$ cat src/rtl/sdf_frame_sequencer.sv
// Batch sequencer for the SDF FFT: streams frames from the source RAM, flushes, captures results.
// Define SDF_SEQ_BITREV_EN to store natural-order spectra (bit-reversed in-frame write address).
module sdf_frame_sequencer #(
    parameter int unsigned N       = 64,
    parameter int unsigned WIDTH   = 16,
    parameter int unsigned FRAME_W = 8,
    parameter int unsigned TIMEOUT = 1024,
    localparam int unsigned LOG_N  = $clog2(N),
    localparam int unsigned AW     = FRAME_W + LOG_N
) (
    input  logic               clock,
    input  logic               reset,
    input  logic               start,
    input  logic               abort,
    input  logic [FRAME_W-1:0] num_frames,
    output logic               busy,
    output logic               done,
    output logic               error,
    output logic               src_rd,
    output logic [AW-1:0]      src_addr,
    input  logic [WIDTH-1:0]   src_re,
    input  logic [WIDTH-1:0]   src_im,
    output logic               fft_clear,
    output logic               fft_din_en,
    output logic [WIDTH-1:0]   fft_din_re,
    output logic [WIDTH-1:0]   fft_din_im,
    input  logic               fft_dout_en,
    input  logic [WIDTH-1:0]   fft_dout_re,
    input  logic [WIDTH-1:0]   fft_dout_im,
    output logic               dst_we,
    output logic [AW-1:0]      dst_addr,
    output logic [WIDTH-1:0]   dst_re,
    output logic [WIDTH-1:0]   dst_im
);
    localparam int unsigned FC_W = LOG_N + 1;
    localparam int unsigned WD_W = $clog2(TIMEOUT + 1);

    typedef enum logic [2:0] {IDLE, CLEAR, FEED, FLUSH, DRAIN, DONE} state_t;
    state_t state, next_state;

    logic [FRAME_W-1:0] nf, nf_d;
    logic [AW-1:0]      cc, cc_d, total, src_addr_d, dst_addr_d;
    logic [FC_W-1:0]    fc, fc_d;
    logic [WD_W-1:0]    wd, wd_d;
    logic [LOG_N-1:0]   in_frame_idx;
    logic [WIDTH-1:0]   dst_re_d, dst_im_d;
    logic               din_zero, din_zero_d;
    logic               busy_d, done_d, error_d, src_rd_d, fft_clear_d, din_en_d, dst_we_d;
    logic               kill, accept, flush_rd, wd_active, timeout, wd_fire, capture;

`ifdef SDF_SEQ_BITREV_EN
    function automatic logic [LOG_N-1:0] bitrev(input logic [LOG_N-1:0] x);
        logic [LOG_N-1:0] r;
        for (int i = 0; i < LOG_N; i++) r[i] = x[LOG_N-1-i];
        return r;
    endfunction
    assign in_frame_idx = bitrev(cc[LOG_N-1:0]);
`else
    assign in_frame_idx = cc[LOG_N-1:0];
`endif

    assign total     = {nf, LOG_N'(0)};
    assign kill      = (state != IDLE) && abort;
    assign accept    = (state == IDLE) && start && !abort;
    assign flush_rd  = (state == FLUSH) && (fc < FC_W'(N));
    assign wd_active = (state == FLUSH) || (state == DRAIN);
    assign timeout   = wd_active && !fft_dout_en && (wd == WD_W'(TIMEOUT - 1));
    assign wd_fire   = timeout && !kill && (next_state == IDLE);
    assign capture   = !kill && (state != IDLE) && fft_dout_en && (cc < total);

    // The first FLUSH cycle still carries the last real sample, so FLUSH lasts N+1 cycles.
    assign fft_din_re = (fft_din_en && !din_zero) ? src_re : '0;
    assign fft_din_im = (fft_din_en && !din_zero) ? src_im : '0;

    // State register
    always_ff @(posedge clock or posedge reset) begin
        if (reset) state <= IDLE;
        else       state <= next_state;
    end

    // Next-state logic; abort overrides every transition
    always_comb begin
        next_state = state;
        if (kill) begin
            next_state = IDLE;
        end else begin
            case (state)
                IDLE:    if (accept) next_state = (num_frames == '0) ? DONE : CLEAR;
                CLEAR:   next_state = FEED;
                FEED:    if (src_addr == total - AW'(1)) next_state = FLUSH;
                FLUSH: begin
                    if (timeout)                 next_state = IDLE;
                    else if (fc == FC_W'(N))     next_state = DRAIN;
                end
                DRAIN: begin
                    if (cc == total)             next_state = DONE;
                    else if (timeout)            next_state = IDLE;
                end
                DONE:    next_state = IDLE;
                default: next_state = IDLE;
            endcase
        end
    end

    // Next values of registered outputs and counters
    always_comb begin
        busy_d      = (next_state != IDLE) && (next_state != DONE);
        done_d      = (next_state == DONE);
        error_d     = error;
        fft_clear_d = kill || wd_fire || (next_state == CLEAR);
        src_rd_d    = (next_state == FEED);
        src_addr_d  = src_addr;
        din_en_d    = !kill && !wd_fire && (src_rd || flush_rd);
        din_zero_d  = flush_rd;
        dst_we_d    = capture;
        dst_addr_d  = dst_addr;
        dst_re_d    = dst_re;
        dst_im_d    = dst_im;
        nf_d        = nf;
        cc_d        = cc;
        fc_d        = (state == FLUSH) ? fc + FC_W'(1) : '0;
        wd_d        = (wd_active && !fft_dout_en) ? wd + WD_W'(1) : '0;
        if (accept) begin
            nf_d    = num_frames;
            cc_d    = '0;
            error_d = 1'b0;
        end
        if (wd_fire) error_d = 1'b1;
        if (next_state == FEED) src_addr_d = (state == FEED) ? src_addr + AW'(1) : '0;
        if (capture) begin
            cc_d       = cc + AW'(1);
            dst_addr_d = {cc[AW-1:LOG_N], in_frame_idx};
            dst_re_d   = fft_dout_re;
            dst_im_d   = fft_dout_im;
        end
    end

    always_ff @(posedge clock or posedge reset) begin
        if (reset) begin
            busy       <= 1'b0;
            done       <= 1'b0;
            error      <= 1'b0;
            src_rd     <= 1'b0;
            src_addr   <= '0;
            fft_clear  <= 1'b0;
            fft_din_en <= 1'b0;
            din_zero   <= 1'b0;
            dst_we     <= 1'b0;
            dst_addr   <= '0;
            dst_re     <= '0;
            dst_im     <= '0;
            nf         <= '0;
            cc         <= '0;
            fc         <= '0;
            wd         <= '0;
        end else begin
            busy       <= busy_d;
            done       <= done_d;
            error      <= error_d;
            src_rd     <= src_rd_d;
            src_addr   <= src_addr_d;
            fft_clear  <= fft_clear_d;
            fft_din_en <= din_en_d;
            din_zero   <= din_zero_d;
            dst_we     <= dst_we_d;
            dst_addr   <= dst_addr_d;
            dst_re     <= dst_re_d;
            dst_im     <= dst_im_d;
            nf         <= nf_d;
            cc         <= cc_d;
            fc         <= fc_d;
            wd         <= wd_d;
        end
    end
endmodule
$ cat config.mk
export PLATFORM = sky130hd
export DESIGN_NAME = sdf_frame_sequencer
export DESIGN_NICKNAME = d
export VERILOG_FILES = /design/src/rtl/sdf_frame_sequencer.sv
export SDC_FILE = /design/constraint.sdc
export NUM_CORES = 1
export LEC_CHECK = 0
export CAP_MARGIN = 20
export CORE_AREA = 4 4 114 116
export CTS_CLUSTER_DIAMETER = 200
export DETAILED_ROUTE_END_ITERATION = 6
export DIE_AREA = 0 0 118 120
export PLACE_DENSITY_LB_ADDON = 0.08
export SLEW_MARGIN = 20
export SYNTH_ARGS = -nofsm -noshare
export SYNTH_HDL_FRONTEND = slang
export SYNTH_SLANG_ARGS = --single-unit
$ cat constraint.sdc
create_clock -name clock -period 4.5 [get_ports clock]
set_clock_uncertainty 0.15 [all_clocks]
set_input_delay 0.45 -clock clock [delete_from_list [all_inputs] [get_ports clock]]
set_output_delay 0.45 -clock clock [all_outputs]
set_load 0.1 [all_outputs]
# Yosys cells after proc, flatten, opt, wreduce, memory -nomap -nowiden
# Cells that the tools add are included.
# word_totals
inputBits	77
regBits	111
# classes
n_lt_le_gt_ge	2
eq_ne	12
n_reduce_logical	31
addsub	5
muxes	18
# op_table
cell	count
$mux 14	3
$mux 16	2
$add 14x1->14 const B	2
$eq 14x14->1	2
$mux 3	8
$logic_and 1x1->1	15
$pmux 3 s5	1
$lt 14x14->1	1
$sub 14x1->14 const B	1
$add 11x1->11 const B	1
$eq 11x10->1 const B	1
$mux 11	1
$eq 3x2->1 const B	3
$logic_not 8->1	1
$add 7x1->7 const B	1
$eq 7x7->1 const B	1
$lt 7x7->1 const B	1
$mux 7	1
$eq 3x1->1 const B	2
$eq 3x3->1 const B	2
$logic_not 3->1	2
$reduce_bool 3->1	2
$logic_not 1->1	5
$logic_or 1x1->1	4
other kinds (3)	5

# Depth between registers and ports, before layout
# Gate-level depths: netlist of the first run.
# depth
ltp_word	13
depth_mapped	12

# Worst setup path before layout of the first run
# Ideal clock, no wire load.
# synth_path
kind	flip-flop to flip-flop
start	register src_addr[0]
end	register src_addr[0]
setup_ps	167
t_required_ps	4183
path_buffers	0
path_stages_with_launch	9
arrival_ps	2558
period_less_slack_ps	2875
path_slack_ps	1625
cell_sequence	dfrtp_1 -> ha_1 -> and3_1 -> nand3_1 -> nor4_1 -> nand4_1 -> or2_2 -> nand2_2 -> o21ai_0
# synth_via
elab_chain_cells	5
# synth_rtl
element	line	text
from (decl)	20	output logic [AW-1:0] src_addr,
from (signal assigned)	161	src_addr <= src_addr_d;
$eq 14x14->1	90	FEED: if (src_addr == total - AW'(1)) next_state = FLUSH;
$mux 3	90	
$pmux 3 s5	87	case (state)
$mux 3	84	if (kill) begin
$eq 3x2->1	129	if (next_state == FEED) src_addr_d = (state == FEED) ? src_addr + AW'(1) : '0;
# Several ways; a longest one is shown, not always the timed one.
# A chain may end at the register's enable or synchronous reset.

# Worst setup path after layout of the first run
# layout_path
start	register nf[1]
end	register dst_im[7]
# layout_via
elab_chain_cells	2
# layout_rtl
element	line	text
from (decl)	41	logic [FRAME_W-1:0] nf, nf_d;
from (signal assigned)	169	nf <= nf_d;
$lt 14x14->1	69	assign capture = !kill && (state != IDLE) && fft_dout_en && (cc < total);
$logic_and 1x1->1	69	
to (signal assigned)	168	dst_im <= dst_im_d;
to (decl)	33	output logic [WIDTH-1:0] dst_im
# No other way between the ends.

==> reports/qor.yml, run 1 <==
yosysSeqAreaShare_pct: 49.81
syn-mean-instance-area_um2: 9.127
seqPwrFrac_pct: 31.9
wirelength_um: 14520
grt_pass1_wl_um: 24070
cts.sinks: 111
final_cell_mix: "152 x nand2_1, 143 x clkdlybuf4s50_1, 111 x dfrtp_1"
crit_path_end_kind: "flip-flop"
setup_viol: 0
dpl.hpwl_um: 11050
drive_gt1_share_pct: 9.859
combPwrFrac_pct: 47.8
fin_crit_ns: 3.178
first_iter_violations: 302
final_hold_viol_count: 0
fin_util_pct: 64.49
clkLatencyLatePin_ns: 0.36
syn_area_mm2: 0.005577
cts_max_level: 3
synth_edf_count: 0
crit_arrival_ns: 3.33
final_max_slew_viol_count: 0
synth_nets: 703
core_area_mm2: 0.01191
leakage_nw: 3.598
grt_pass1_vias: 4801
holdBufCountCts: 0
grt_overflow: 0
outcome: "complete, no violations"
final_cell_area_mm2: 0.007681
ys_ff_latch: 111
portBuffers: 175
synth_compound_area_share_pct: 10.25
routabilityCongestion: 0.9020
synthCells: 611
yosys_warnings: 0
synth_fa_ha_area_share_pct: 3.365
fmax_mhz: 314.7
antenna_cells: 0
p_switching_w: 0.002036
path_max_fanout: 40
initial_core_util_pct: 46.82
wl_per_cell_um: 15.64
clk_path_buf_depth: 2
tightestPinTransition_ns: 0.9967
rr_startpoint: "nf[1]"
crit_path_start: "nf[1]"
cp_top_family: "buffers and inverters"
ir_worst_vdd_mv: 0.2736
yosys.area.top_type: "dfrtp_1"
ys_types: 55
num_vias: 4932
cts.repair.resized: 0
final_common_cell: "nand2_1"
relSlewSlack_pct: 33.35
timing.critical_path.buf_inv: 4
cts_tree: "yes"
drc_errors: 0
cts_root_buf: "clkbuf_16"
ant_nets: 0
grt_use_total_pct: 20.51
p_clk_share_pct: 20.3
setup_tns_ns: 0
grt_antenna_before_repair: 0
synthArstFlopShare_pct: 100.0
yosys.area_share.simple_pct: 27.19
crit_type: "flip-flop to flip-flop"
synth_flop_cell: "dfrtp_1"
worstPathCellList: "inv_1 > ha_1 > nor2b_1 > o21a_1 > o21a_1 > o21ai_0 > nand2_2 > buf_4 > inv_1 > buf_4 > nand2_1 > nand2_1"
synth_top_family_by_area: "simple AND/OR/NAND/NOR gates"
clk_pin_slew_ns: 0.08
grt_max_degree: 41
viasPerCell: 5.315
crit_required_ns: 4.65
synthTopCellsByArea: "dfrtp_1 50%, nand2_1 10%, and2_1 4.2%"
worstSetupStartpointType: "flip-flop"
switching_share_pct: 50.01
die_w_um: 118
numCtsBuffers: 9
area_growth_pct: 37.74
finalCritPeriodShare_pct: 70.62
hold_path_class: "input pin to async pin"
finalNetCount: 868
synthXorXnorAreaFrac_pct: 3.769
postCtsSetupRepairBufs: 0
ios: 176
drt_pass1_iterations: 5
slowest_delay_ns: 0.42
crit_slowest_cell: "dfrtp_1"
grt_setup_unrepaired: "false"
drv_cap: 0
ff2ff_setup_slack_ns: 1.32
synth_mux_area_share_pct: 1.974
die_y_um: 120
num_rows: 40
dieArea_mm2: 0.01416
internal-power_w: 0.002035
power.density_mw_per_mm2: 530.1
synth.top_cell.area_share_pct: 49.81
postPlaceCellArea_mm2: 0.007362
[state kept, by name, summed over array words and instances, names as in the netlist, 3 cells and up]
register  flops
dst_im       16
dst_re       16
cc           14
dst_addr     14
src_addr     14
wd           11
nf            8
fc            7
state         3
[final timing paths]
path / endpoint / cells after the start
setup / recovery: dst_im[7] / 12
hold / removal: dst_im[6] / 2
setup reg to reg: dst_im[7] / 12
hold reg to reg: dst_re[6] / 2
max in group asynchronous: cc[1] / 3
min in group clock: dst_re[6] / 2
[through the flow]
step           setup slack (ns)  hold WS, ns  total power (W)  std cells
2_1_floorplan            0.9693       0.2962         0.002773        611
3_3_place_gp              1.469       0.3073         0.003255        912
3_5_place_dp              1.348       0.3123         0.003277        912
4_1_cts                   1.329       0.3222         0.004107        928
5_1_grt                   1.025       0.3425         0.004239        928
6_report                  1.322       0.3102         0.004072        928
[area by class of cell]
cell class | instances | area, µm²
Fill cell | 1037 | 4230
Sequential cell | 111 | 2778
Multi-Input combinational cell | 451 | 2599
Timing Repair Buffer | 181 | 1717
Clock buffer | 9 | 225.2
Tap cell | 147 | 183.9
Clock inverter | 7 | 93.84
Inverter | 22 | 85.08
[synthesized netlist by cell type, drive strengths merged, types with 9 or more instances]
cell type	instances
xnor2	15
o21ai	30
inv	22
a21o	9
and3	16
nand3	19
nor2	39
xor2	9
o31ai	10
dfrtp	111
ha	15
a21oi	11
and2	37
nand2	154
clkbuf	14
buf	13
[logic make-up after synthesis]
group,Yosys count
xor+xnor,24
fa+ha+maj,15
buf+inv,49
compound gates,87
mux,10
simple gates,315
flops,111
[metal layers]
metal | vias up | track usage, % | routed length (µm)
met5 | - | 0 | 0
met4 | 0 | 6.154 | 200
met3 | 14 | 4.147 | 735
met2 | 155 | 34.24 | 7290
met1 | 2370 | 27.09 | 6289
li1 | 2393 | - | -
[power by group through the flow]
stage	clock network, W	logic [W]	registers, W
floorplan	0	0.000487	0.00229
global placement	0	0.00194	0.00131
detailed placement	0	0.00196	0.00132
CTS	0.000846	0.00196	0.00130
global route	0.000884	0.00203	0.00132
finish	0.000827	0.00195	0.00130
(Power assumes the default switching activity.)
==> inputs of run 2 (changes only) <==
--- a/config.mk
+++ b/config.mk
@@ -6,10 +6,10 @@
 export NUM_CORES = 1
 export LEC_CHECK = 0
 export CAP_MARGIN = 20
-export CORE_AREA = 4 4 114 116
+export CORE_AREA = 4 4 121 123
 export CTS_CLUSTER_DIAMETER = 200
 export DETAILED_ROUTE_END_ITERATION = 6
-export DIE_AREA = 0 0 118 120
+export DIE_AREA = 0 0 125 127
 export PLACE_DENSITY_LB_ADDON = 0.08
 export SLEW_MARGIN = 20
 export SYNTH_ARGS = -nofsm -noshare
==> constraint.sdc (replaced) <==
create_clock -name clock -period 2.7 [get_ports clock]
set_clock_uncertainty 0.15 [all_clocks]
set_input_delay 0.27 -clock clock [delete_from_list [all_inputs] [get_ports clock]]
set_output_delay 0.27 -clock clock [all_outputs]
set_load 0.1 [all_outputs]
==> run 2 against run 1 <==
Effect of this change: sequential power increased by 65%; highest routed layer unchanged; routed wire length increased by 4.4%; critical path type unchanged; sequential cell count unchanged; clock power increased by 57%; via count decreased by 0.39%.
==> reports/qor.yml, run 2 (synthesis gave the netlist of run 1 again) <==
outcome: "complete, no violations"
antenna_cells: 0  # unchanged
die_y_um: 127  # +5.8%
ant_nets: 0  # unchanged
clk_pin_slew_ns: 0.07  # about the same
crit_arrival_ns: 2.59  # -0.74 ns
wirelength_um: 15160  # +4.4%
num_vias: 4913  # -0.39%
crit_type: "flip-flop to flip-flop"
crit_path_end_kind: "flip-flop"
routabilityCongestion: 0.9189  # +1.9%
ios: 176  # unchanged
dpl.hpwl_um: 11610  # +5.1%
clk_path_buf_depth: 2  # unchanged
clkLatencyLatePin_ns: 0.35  # about the same
ir_worst_vdd_mv: 0.4132  # +51%
worstSetupStartpointType: "flip-flop"
dieArea_mm2: 0.01588  # +12%
drt_pass1_iterations: 4  # -1
area_growth_pct: 44.76
finalWorstSetupSlack_ns: 0.2487  # -1.074 ns
viasPerCell: 5.034  # -5.3%
cts_max_level: 3  # unchanged
core_area_mm2: 0.01367  # +15%
final_max_slew_viol_count: 0  # unchanged
grt_pass1_wl_um: 25120  # +4.4%
grt_max_degree: 74  # +80%
place_ws_ns: 0.1132  # -1.235 ns
final_hold_viol_count: 0  # unchanged
wl_per_cell_um: 15.53  # -0.73%
drive_gt1_share_pct: 20.35  # +10 points
fin_crit_ns: 2.451  # -0.7264 ns
tightestPinTransition_ns: 0.7273  # -0.2694 ns
grt_antenna_before_repair: 0  # unchanged
top_regs: "dst_im x16, dst_re x16"
grt_setup_unrepaired: "false"
crit_required_ns: 2.84  # -1.81 ns
final_common_cell: "nand2_1"
finalPower_w: 0.006812  # +67%
path_max_fanout: 20  # -50%
num_rows: 43  # +7.5%
die_w_um: 125  # +5.9%
first_iter_violations: 280  # -7.3%
fmax_mhz: 407.9  # +30%
setup_viol: 0  # unchanged
power.density_mw_per_mm2: 843.9  # +59%
setup_tns_ns: 0  # unchanged
drv_cap: 0  # unchanged
portBuffers: 175  # unchanged
drc_errors: 0  # unchanged
numCtsBuffers: 9  # unchanged
leakage_nw: 3.863  # +7.4%
cts_tree: "yes"
finalNetCount: 883  # +1.7%
relSlewSlack_pct: 51.51  # +18 points
finalCritPeriodShare_pct: 90.79  # +20 points
grt_use_total_pct: 19.26  # -1.2 points
cts.sinks: 111  # unchanged
hold_path_class: "input pin to async pin"
cts_root_buf: "clkbuf_16"
final_cell_mix: "152 x nand2_1, 109 x dfrtp_1, 86 x buf_4"
grt_pass1_vias: 4935  # +2.8%
grt_overflow: 0  # unchanged
final_cell_area_mm2: 0.008073  # +5.1%
holdBufCountCts: 0  # unchanged
postPlaceCellArea_mm2: 0.007770  # +5.5%
initial_core_util_pct: 40.81  # -6.0 points
## run 2: changes by cell type in the layout (fill, tap and decap cells not counted), sizes merged
cell / before / now
clkbuf: 9 / 10
clkdlybuf4s50: 143 / 76
buf: 38 / 120
inv: 26 / 23
clkinvlp: 0 / 2
## run 2: layer usage
layer | vias up | GRT usage (%) | share of wire, %
met5 | - | 0 | 0
met4 | 0 | 7.462 | 2.4
met3 | 25 | 3.135 | 4.3
met2 | 127 | 32.58 | 51
met1 | 2356 | 24.97 | 43
li1 | 2405 | - | -
## run 2: worst paths after layout
path	startpoint	end	slack, ns	depth (start not counted)
hold reg to reg	dst_addr[9]	dst_addr[9]	0.33	2
max in group asynchronous	reset	wd[10]	1.61	3
setup reg to reg	nf[4]	dst_im[2]	0.25	10
hold / removal	reset	fc[1]	0.11	2
setup / recovery	nf[4]	dst_im[2]	0.25	10
min in group clock	fft_dout_re[10]	dst_re[10]	0.29	3
## run 2: layout make-up
type / count / area [µm²]
Fill cell: 1210 / 5593
Sequential cell: 111 / 2780
Multi-Input combinational cell: 451 / 2603
Timing Repair Buffer: 196 / 2087
Clock buffer: 10 / 239.0
Tap cell: 180 / 225.2
Inverter: 22 / 86.33
Clock inverter: 6 / 52.55
## run 2: critical path, cell delays in order, from the launching register on
cell and delay, ns:
dfrtp_1 0.47, inv_1 0.12, ha_1 0.21, a21o_1 0.17, a21o_1 0.17, a21oi_1 0.23, nand2_2 0.15, inv_1 0.26
buf_4 0.30, nand2_1 0.09, nand2_1 0.06
## run 2: per-stage QoR
step	utilization [%]	instances	hold slack (ns)
detailed placement	56.86	959	0.3132
global placement	56.86	959	0.3093
global route	59.07	976	0.1202
CTS	58.99	975	0.1036
floorplan	-	611	0.2254
finish	59.07	976	0.1053
## run 2: timing repair
| item | in CTS | in global routing |
|---|---|---|
| setup endpoints to repair | 0 | 49 |
| buffers inserted | 0 | 1 |
| gates resized for setup | 0 | 2 |
## run 2: power breakdown
group	internal, W	switching, W	total [W]
combinational	0.000836	0.00254	0.00337
clock	0.000667	0.000638	0.00130
sequential	0.00193	0.000201	0.00214
total	0.00344	0.00337	0.00681
==> inputs of run 3 (changes only) <==
--- a/config.mk
+++ b/config.mk
@@ -6,10 +6,10 @@
 export NUM_CORES = 1
 export LEC_CHECK = 0
 export CAP_MARGIN = 20
-export CORE_AREA = 4 4 121 123
+export CORE_AREA = 4 4 127 117
 export CTS_CLUSTER_DIAMETER = 200
 export DETAILED_ROUTE_END_ITERATION = 6
-export DIE_AREA = 0 0 125 127
+export DIE_AREA = 0 0 131 121
 export PLACE_DENSITY_LB_ADDON = 0.08
 export SLEW_MARGIN = 20
 export SYNTH_ARGS = -nofsm -noshare
==> run 3 against run 2 <==
Effect of this change: global-route usage is 0.15 points higher; utilization is 0.20 points lower; final cell count is 1.0% lower; routed wire length hardly changed; setup slack worse by 0.10 ns; die area is 0.15% lower; sequential cell count stayed put; clock-buffer cell count is 1 lower; sequential power hardly changed; final area is 0.11% lower; non-clock buffer count is 2 lower; total power is 0.58% lower; highest routed layer unchanged.
==> reports/qor.yml, run 3 (synthesis gave the netlist of run 1 again) <==
outcome: "complete, no violations"
final_cell_mix: "152 x nand2_1, 109 x dfrtp_1, 83 x buf_4"
critPathMostFrequentCell: "o21a_1"
viasPerCell: 5.068  # +0.69%
power.density_mw_per_mm2: 839.9  # -0.47%
top_regs: "dst_im x16, dst_re x16"
dpl.hpwl_um: 11430  # -1.5%
grt_overflow: 0  # unchanged
num_vias: 4896  # -0.35%
place_ws_ns: 0.08098  # -0.03226 ns
crit_arrival_ns: 2.68  # +0.09 ns
dieArea_mm2: 0.01585  # -0.15%
num_rows: 41  # -4.7%
crit_path_end_kind: "flip-flop"
fin_crit_ns: 2.552  # +0.1007 ns
cts_root_buf: "clkbuf_16"
r2r.worst_path.cells: 10  # unchanged
rr_startpoint: "nf[1]"
relSlewSlack_pct: 60.15  # +8.6 points
grt_use_total_pct: 19.41  # +0.15 points
grt_pass1_vias: 4764  # -3.5%
area_growth_pct: 44.60
grt_setup_unrepaired: "false"
die_w_um: 131  # +4.8%
finalNetCount: 881  # -0.23%
clkLatencyLatePin_ns: 0.35  # about the same
die_y_um: 121  # -4.7%
hold_path_class: "input pin to async pin"
grt_antenna_before_repair: 0  # unchanged
cts_max_level: 3  # unchanged
clk_path_buf_depth: 2  # unchanged
layout.cells.non_filler: 966  # -1.0%
ff2ff_setup_slack_ns: 0.15  # -0.10 ns
antenna_cells: 0  # unchanged
worstPathCellList: "inv_1 > ha_1 > nor2b_1 > o21a_1 > o21a_1 > o21ai_1 > nand2_2 > buf_12 > or3_1 > o211ai_1"
setup_tns_ns: 0  # unchanged
cts_tree: "yes"
final_common_cell: "nand2_1"
drt_pass1_iterations: 5  # +1
portBuffers: 175  # unchanged
final_hold_viol_count: 0  # unchanged
initial_core_util_pct: 40.71  # -0.093 points
tightestPinTransition_ns: 0.5978  # -0.1295 ns
finalCritPeriodShare_pct: 94.52  # +3.7 points
first_iter_violations: 346  # +24%
wl_per_cell_um: 15.69  # +1.1%
ios: 176  # unchanged
leakage_nw: 3.851  # -0.30%
fmax_mhz: 391.9  # -3.9%
finalWorstSetupSlack_ns: 0.1480  # -0.1007 ns
drc_errors: 0  # unchanged
crit_type: "flip-flop to flip-flop"
worstSetupStartpointType: "flip-flop"
final_max_slew_viol_count: 0  # unchanged
drv_cap: 0  # unchanged
slowest_delay_ns: 0.42  # -0.05 ns
ir_worst_vdd_mv: 0.5388  # +30%
whs_ns: 0.2610  # +0.1557 ns
ant_nets: 0  # unchanged
setup_viol: 0  # unchanged
numCtsBuffers: 9  # unchanged
routabilityCongestion: 0.8723  # -5.1%
worstSetupEndpoint: "cc[3]"
n_fill_cell: 1176  # -2.8%
clk_pin_slew_ns: 0.08  # about the same
path_max_fanout: 37  # +85%
cts.sinks: 111  # unchanged
crit_required_ns: 2.83  # about the same
drive_gt1_share_pct: 20.15  # -0.20 points
crit_slowest_cell: "dfrtp_1"
crit_path_start: "nf[1]"
grt_max_degree: 112  # +51%
r2r-end: "cc[3]"
dp.cells: 950  # -0.94%
core_area_mm2: 0.01370  # +0.23%
wirelength_um: 15160  # about the same
grt_pass1_wl_um: 24590  # -2.1%
postCtsSetupRepairBufs: 0  # unchanged
-- run 3: worst min-delay path by stage --
stage / slack [ns] / to / startpoint / cells past startpoint
4_1_cts: 0.27 / dst_re[5] / fft_dout_re[5] / 3
3_3_place_gp: 0.31 / dst_im[15] / dst_im[15] / 2
5_1_grt: 0.26 / dst_re[13] / fft_dout_re[13] / 3
6_report: 0.26 / dst_re[15] / reset / 3
2_1_floorplan: 0.23 / dst_im[0] / fft_dout_im[0] / 2
3_5_place_dp: 0.31 / dst_im[10] / dst_im[10] / 2
-- run 3: what timing repair did --
item	in CTS	in global routing
setup endpoints to repair	0	25
gates resized for setup	0	3
hold endpoints to repair	0	0
hold buffers	0	0
-- run 3: through the flow --
stage / instance area, µm² / utilization, % / total power (W)
finish: 8064 / 58.87 / 0.006773
global route: 8064 / 58.87 / 0.007088
CTS: 8054 / 58.80 / 0.006836
detailed placement: 7765 / 56.69 / 0.005529
global placement: 7765 / 56.69 / 0.005493
floorplan: 5583 / - / 0.004624
-- run 3: layout make-up --
class / instances / area [µm²] / area share (%)
Sequential cell: 111 / 2780 / 34.48
Multi-Input combinational cell: 451 / 2609 / 32.35
Timing Repair Buffer: 194 / 2085 / 25.85
Clock buffer: 9 / 225.2 / 2.793
Tap cell: 172 / 215.2 / 2.669
Inverter: 22 / 86.33 / 1.071
Clock inverter: 7 / 63.81 / 0.7913
-- run 3: critical path, delay by kind of cell, from the launching register on --
kind | cells | cell delay (ns)
AO/OA/AOI/OAI | 4 | 0.58
AND/OR/NAND/NOR | 3 | 0.67
flip-flops | 1 | 0.42
adder cells (fa/ha/maj) | 1 | 0.30
buffers and inverters | 2 | 0.32
-- run 3: power by group --
| group | total (W) | switching, W | leakage [nW] | internal [W] |
|---|---|---|---|---|
| Clock | 0.00129 | 0.000647 | 0.136 | 0.000646 |
| Combinational | 0.00333 | 0.00251 | 2.24 | 0.000822 |
| Sequential | 0.00214 | 0.000210 | 1.47 | 0.00193 |
| Total | 0.00677 | 0.00337 | 3.85 | 0.00340 |
-- run 3: layer usage --
metal	share of wire [%]	track usage, %	vias up
li1	-	-	2415
met1	46	27.53	2344
met2	48	30.65	122
met3	5.1	4.445	15
met4	1.1	3.728	0
met5	0	0	-
